<file path="src/rtl/shift_seq_gen.sv">
// -----------------------------------------------------------------------------
// shift_seq_gen
//
// WIDTH-bit shift-register sequence generator with selectable feedback. It can
// run as a rotating ring (one-hot sequencer), a Johnson counter, or a Fibonacci
// LFSR (pattern source or scrambler). Mode 11 holds the current state.
//
// Beyond the raw state it keeps a "start reference": the value last loaded by
// reset, load, or lock-up recovery. Each time a step lands back on that value,
// it pulses wrap. It also reports, in period, how many steps the lap took.
//
// Ports
//   clk       in   1      clock, all state updates on the rising edge
//   rst       in   1      synchronous active-high reset
//   en        in   1      take one step this cycle (ignored in hold mode)
//   mode      in   2      00 ring, 01 Johnson, 10 LFSR, 11 hold
//   load      in   1      load load_val as new state and start reference
//   load_val  in   WIDTH  value used by load
//   out       out  WIDTH  current state (registered)
//   wrap      out  1      one-cycle pulse; out now shows the start reference
//                         again after a step
//   lockup    out  1      one-cycle pulse; an all-zero LFSR state was
//                         replaced by SEED
//   period    out  CW     steps taken between the last two start-reference
//                         hits; saturates at all-ones
//
// Control handshake: load and en are plain per-cycle strobes with no ready
// back-pressure. The generator accepts them in every cycle, with priority
// rst > load > en. Their effect is visible on out one clock later.
// -----------------------------------------------------------------------------
module shift_seq_gen #(
  parameter int               WIDTH = 4,
  parameter logic [WIDTH-1:0] TAPS  = 4'b0011,
  parameter logic [WIDTH-1:0] SEED  = 4'b0001,
  parameter int               CW    = 8
) (
  input  logic             clk,
  input  logic             rst,
  input  logic             en,
  input  logic [1:0]       mode,
  input  logic             load,
  input  logic [WIDTH-1:0] load_val,
  output logic [WIDTH-1:0] out,
  output logic             wrap,
  output logic             lockup,
  output logic [CW-1:0]    period
);

  typedef enum logic [1:0] {
    MODE_RING    = 2'b00,
    MODE_JOHNSON = 2'b01,
    MODE_LFSR    = 2'b10,
    MODE_HOLD    = 2'b11
  } mode_t;

  localparam logic [CW-1:0] CNT_MAX = '1;

  // Registered state
  logic [WIDTH-1:0] state_q;
  logic [WIDTH-1:0] ref_q;      // start reference for wrap detection
  logic [CW-1:0]    cnt_q;      // steps since the last start-reference hit
  logic [CW-1:0]    period_q;
  logic             wrap_q;
  logic             lockup_q;

  // Next-state values
  logic [WIDTH-1:0] state_d;
  logic [WIDTH-1:0] ref_d;
  logic [CW-1:0]    cnt_d;
  logic [CW-1:0]    period_d;
  logic             wrap_d;
  logic             lockup_d;

  // Step datapath
  mode_t            mode_e;
  logic             fb;
  logic [WIDTH-1:0] shifted;
  logic [CW-1:0]    cnt_inc;
  logic             do_step;
  logic             do_lock;
  logic             ref_hit;

  assign mode_e = mode_t'(mode);

  // Feedback bit and the shifted candidate state. Every active mode
  // shifts right. Only the bit entering at the MSB differs.
  always_comb begin
    fb = state_q[0];
    unique case (mode_e)
      MODE_RING:    fb = state_q[0];
      MODE_JOHNSON: fb = ~state_q[0];
      MODE_LFSR:    fb = ^(state_q & TAPS);
      MODE_HOLD:    fb = state_q[0];
      default:      fb = state_q[0];
    endcase
    shifted = {fb, state_q[WIDTH-1:1]};
  end

  // The counter saturates at CNT_MAX. If this lap's count is already
  // saturated, the reported period saturates as well.
  assign cnt_inc = (cnt_q == CNT_MAX) ? cnt_q : cnt_q + CW'(1);

  assign do_step = en && (mode_e != MODE_HOLD);
  // An all-zero LFSR state can never leave zero, so the next step
  // reseeds instead. All-zero is legitimate in ring/Johnson mode and is
  // left alone there.
  assign do_lock = en && (mode_e == MODE_LFSR) && (state_q == '0);
  assign ref_hit = (shifted == ref_q);

  always_comb begin
    state_d  = state_q;
    ref_d    = ref_q;
    cnt_d    = cnt_q;
    period_d = period_q;
    wrap_d   = 1'b0;
    lockup_d = 1'b0;

    if (load) begin
      state_d = load_val;
      ref_d   = load_val;
      cnt_d   = '0;
    end else if (do_lock) begin
      state_d  = SEED;
      ref_d    = SEED;
      cnt_d    = '0;
      lockup_d = 1'b1;
    end else if (do_step) begin
      state_d = shifted;
      if (ref_hit) begin
        wrap_d   = 1'b1;
        period_d = cnt_inc;
        cnt_d    = '0;
      end else begin
        cnt_d = cnt_inc;
      end
    end
  end

  always_ff @(posedge clk) begin
    if (rst) begin
      state_q  <= SEED;
      ref_q    <= SEED;
      cnt_q    <= '0;
      period_q <= '0;
      wrap_q   <= 1'b0;
      lockup_q <= 1'b0;
    end else begin
      state_q  <= state_d;
      ref_q    <= ref_d;
      cnt_q    <= cnt_d;
      period_q <= period_d;
      wrap_q   <= wrap_d;
      lockup_q <= lockup_d;
    end
  end

  assign out    = state_q;
  assign wrap   = wrap_q;
  assign lockup = lockup_q;
  assign period = period_q;

endmodule

</file>
<file path="config.mk">
export PLATFORM = sky130hd
export DESIGN_NAME = shift_seq_gen
export DESIGN_NICKNAME = d
export VERILOG_FILES = /design/src/rtl/shift_seq_gen.sv
export SDC_FILE = /design/constraint.sdc
export NUM_CORES = 1
export LEC_CHECK = 0
export ABC_AREA = 1
export BUFFER_PORTS_ARGS = -buffer_cell sky130_fd_sc_hd__buf_2
export CAP_MARGIN = 20
export CORE_ASPECT_RATIO = 1.1
export CORE_MARGIN = 3
export CORE_UTILIZATION = 53
export CTS_CLUSTER_SIZE = 10
export DETAILED_ROUTE_END_ITERATION = 10
export PLACE_DENSITY = 0.78
export SLEW_MARGIN = 5
export SYNTH_ARGS = -nofsm -noshare
export SYNTH_HDL_FRONTEND = slang
export SYNTH_SLANG_ARGS = --single-unit
</file>
<file path="constraint.sdc">
create_clock -name clk -period 1.78 [get_ports clk]
set_input_delay 0.267 -clock clk [delete_from_list [all_inputs] [get_ports clk]]
set_output_delay 0.267 -clock clk [all_outputs]
set_load 0.02 [all_outputs]
</file>
==> impl_table.tex <==
\begin{tabular}{lr}
\hline
Metric & Value \\
\hline
\multicolumn{2}{l}{\textbf{Pwr}} \\
\quad PwrDens & 738.7 mW/mm2 \\
\quad Leakage power summed over all cells & 0.7773 nW \\
\quad Max rail drop VDD & 0.6558 mV \\
\quad Post-layout total power & 1.226 mW \\
\multicolumn{2}{l}{\textbf{Die}} \\
\quad Count of pins on the block boundary & 24 \\
\quad Horiz. Die Dim & 55.66 um \\
\quad Area inside the core boundary & 0.002544 mm2 \\
\quad Die Span Y & 60.63 um \\
\quad Starting utilization of the core area & 56.52\% \\
\quad Die area & 0.003374 mm2 \\
\quad Total number of placement rows & 19 \\
\multicolumn{2}{l}{\textbf{Yosys}} \\
\quad Area contributors post-synth & sky130\_fd\_sc\_hd\_\_dfxtp\_1 (36\%), sky130\_fd\_sc\_hd\_\_nand2\_1 (12\%), sky130\_fd\_sc\_hd\_\_nand3\_1 (7.3\%), sky130\_fd\_sc\_hd\_\_a21oi\_1 (6.3\%), sky130\_fd\_sc\_hd\_\_inv\_1 (6.3\%) \\
\quad Count of flip-flops with a built-in enable after synthesis & 0 \\
\quad Mapped Nets & 222 \\
\quad Top-area cell type share of the netlist area & 36.21\% \\
\quad Share of the yosys chip area belonging to registers & 36.21\% \\
\quad Proportion of synthesized flip-flops having asynchronous set or reset & 0\% \\
\quad Netlist cell types & 29 \\
\quad Post-synth top area cell & sky130\_fd\_sc\_hd\_\_dfxtp\_1 \\
\quad Total standard cell area after synthesis & 0.001438 mm2 \\
\quad Mean post-synth cell area & 6.945 um2 \\
\quad Synth Flop Type & sky130\_fd\_sc\_hd\_\_dfxtp\_1 \\
\quad Synthesis Warnings & 0 \\
\quad Cell count after synthesis & 207 \\
\quad Number of flip-flops and latches in the synthesized netlist & 26 \\
\multicolumn{2}{l}{\textbf{Placement}} \\
\quad Buffers added on ports & 23 \\
\quad HPWL after detailed placement & 2251 um \\
\quad Final weighted congestion of routability-driven global placement & 0.8194 \\
\quad Number of placed instances, taps included & 259 \\
\quad Instance area after placement & 0.001579 mm2 \\
\multicolumn{2}{l}{\textbf{Global routing}} \\
\quad GRT Overall Usage & 18.35\% \\
\quad Wire length of the first global-routing pass & 4968 um \\
\quad Total congestion overflow after global routing & 0 \\
\quad Initial antenna violation count & 0 \\
\quad Vias in the first global route & 1,223 \\
\quad Maximum number of pins on one net before global-route repair & 16 \\
\multicolumn{2}{l}{\textbf{Clock tree}} \\
\quad Level count of the clock H-tree & 1 \\
\quad CTS clock-pin slew for the worst setup and hold paths & 0.14 ns \\
\quad Total of hold buffers inserted after clock tree synthesis & 0 \\
\quad CTS tree & built \\
\quad Number of CTS-inserted buffers & 3 \\
\quad Latest clock arrival within the worst-skew pair & 0.32 ns \\
\quad Sink count of the clock tree & 26 \\
\quad Buffer cell driving the clock tree root & sky130\_fd\_sc\_hd\_\_clkbuf\_4 \\
\quad Max clock buf depth & 2 \\
\multicolumn{2}{l}{\textbf{Route}} \\
\quad Routed via count divided by cell count & 5.215 \\
\quad Iteration-0 DRC Markers & 41 \\
\quad Routed length per instance & 11.35 um \\
\quad Total vias in the final route & 1,382 \\
\quad Final routed wirelength across all metal layers & 3007 um \\
\quad Initial DRT Pass Iterations & 4 \\
\quad Antenna viol nets, final & 0 \\
\quad Number of remaining DRC errors & 0 \\
\multicolumn{2}{l}{\textbf{Timing}} \\
\quad Total of endpoints with negative setup slack in the final report & 0 \\
\quad FMAX & 608.2 MHz \\
\quad Final-layout setup total negative slack & 0 ns \\
\quad Slew Viols, Final & 0 \\
\quad Final cycle utilization of the critical path & 92.37\% \\
\quad Measured slew at the worst slew-check pin & 0.3461 ns \\
\quad Worst max-slew margin expressed relative to the limit & 76.87\% \\
\quad Clock period minus worst slack & 1.644 ns \\
\quad Worst Skew & 0.005106 ns \\
\quad Hold violation count in the final report & 0 \\
\multicolumn{2}{l}{\textbf{Critical path}} \\
\quad Kind of critical path & flip-flop to flip-flop \\
\quad Required time at the worst-slack endpoint & 2.05 ns \\
\quad Reg-to-reg critical path startpoint & out[0] \\
\quad Data arrival, critical path & 1.92 ns \\
\quad Kind of capture point of the worst setup path & flip-flop \\
\quad Minimum setup slack among reg-to-reg paths & 0.14 ns \\
\quad Startpoint types & flip-flop \\
\quad Worst reg-to-reg path cell count & 11 \\
\quad Worst r2r dst & period[5] \\
\quad Worst-path fanout max & 6 \\
\multicolumn{2}{l}{\textbf{Final layout}} \\
\quad Most common library cell in the layout ignoring fill and taps & sky130\_fd\_sc\_hd\_\_nand2\_1 \\
\quad Post-route insts no fill & 265 \\
\quad Area growth, synth to finish & 15.40\% \\
\quad Most used cells in the layout excluding fill and tap cells & sky130\_fd\_sc\_hd\_\_nand2\_1 (43), sky130\_fd\_sc\_hd\_\_inv\_1 (24), sky130\_fd\_sc\_hd\_\_dfxtp\_1 (24) \\
\quad Total area of multi-input combinational cells & 793.3 um2 \\
\quad Fraction of layout instances using a drive strength above 1 & 22.22\% \\
\quad Flip-flop and latch area & 523.0 um2 \\
\quad Final instance area & 0.001659 mm2 \\
\quad Ant. Diodes & 0 \\
\quad Filler Cells Inserted & 243 \\
\quad Net count reported at finish & 250 \\
\multicolumn{2}{l}{\textbf{Worst hold path}} \\
\quad Hold path depth & 2 \\
\quad Startpoint of the most critical hold path & load \\
\quad Worst Hold Path EP & lockup \\
\quad HP Class & primary input to flip-flop \\
\multicolumn{2}{l}{\textbf{Flow run}} \\
\quad Number of maximum-capacitance constraint violations & 0 \\
\multicolumn{2}{l}{\textbf{Outcome}} \\
\quad Outcome & complete, no violations \\
\hline
\end{tabular}
worst max path at each step:
stage          startpoint  slack (ns)         to
3_3_place_gp       out[1]        0.11  period[6]
4_1_cts            out[1]        0.01  period[6]
2_1_floorplan      out[1]        0.09  period[5]
6_report           out[0]        0.14  period[5]
3_5_place_dp       out[1]        0.04  period[1]
5_1_grt            out[0]      -0.001  period[1]
power by group:
part	internal (mW)	total, mW	switching (mW)	leakage [nW]
logic	0.0739	0.206	0.133	0.538
registers	0.602	0.618	0.0157	0.212
clock network	0.228	0.401	0.173	0.0279
total	0.904	1.23	0.321	0.777
repair_timing:
| item | 4_1_cts | 5_1_grt |
|---|---|---|
| resized for setup | 0 | 6 |
| setup endpoints to repair | 0 | 10 |
| buffers inserted | 0 | 1 |
layer usage:
metal / GRT usage (%) / up-vias / routed length (um)
met1: 21.79 / 625 / 1324
li1: - / 721 / -
met4: 7.639 / 0 / 42
met2: 34.29 / 31 / 1519
met3: 1.915 / 5 / 120
met5: 0 / - / 0
worst max-delay path, stage by stage (launching register included):
cell                      delay [ns]
sky130_fd_sc_hd__dfxtp_2        0.37
sky130_fd_sc_hd__inv_1          0.06
sky130_fd_sc_hd__ha_1           0.28
sky130_fd_sc_hd__nand2_1        0.05
sky130_fd_sc_hd__nand3_1        0.10
sky130_fd_sc_hd__nand2_1        0.09
sky130_fd_sc_hd__nand2_2        0.08
sky130_fd_sc_hd__nand2_2        0.08
sky130_fd_sc_hd__nor2_4         0.20
sky130_fd_sc_hd__buf_6          0.14
sky130_fd_sc_hd__a21oi_1        0.06
sky130_fd_sc_hd__nor2_1         0.10
area by class of cell:
cell class | instances | area share, %
timing repair buffer | 26 | 8.522
clock buffer | 3 | 1.357
tap | 31 | 2.338
sequential | 26 | 31.52
inverter | 29 | 6.637
multi-input combinational | 149 | 47.81
clock inverter | 1 | 1.810
Yosys cell counts (all sizes together), types with 3 or more instances:
cell,n
o21ai,10
buf,3
inv,27
nand3b,3
nor2,27
ha,5
a21oi,18
nand2,50
xnor2,4
nand3,22
dfxtp,26
cell families after synthesis:
kind of cell	synth area share (%)
simple gates	35.77
fa+ha+maj	4.352
compound gates	11.66
buf+inv	9.573
flops	36.21
xor+xnor	2.437
through the flow:
step | util (%) | hold WS, ns | setup WS, ns
2_1_floorplan | - | 0.3463 | 0.09377
3_3_place_gp | 62.08 | 0.4617 | 0.1097
3_5_place_dp | 62.08 | 0.4732 | 0.04302
4_1_cts | 64.14 | 0.1574 | 0.01063
5_1_grt | 65.22 | 0.1707 | -0.001122
6_report | 65.22 | 0.1645 | 0.1357
state kept, by name, summed over array words and instances, names as in the netlist:
signal / count
wrap: 1
period: 8
cnt_q: 8
lockup: 1
ref_q: 4
out: 4
(Power assumes the default switching activity.)
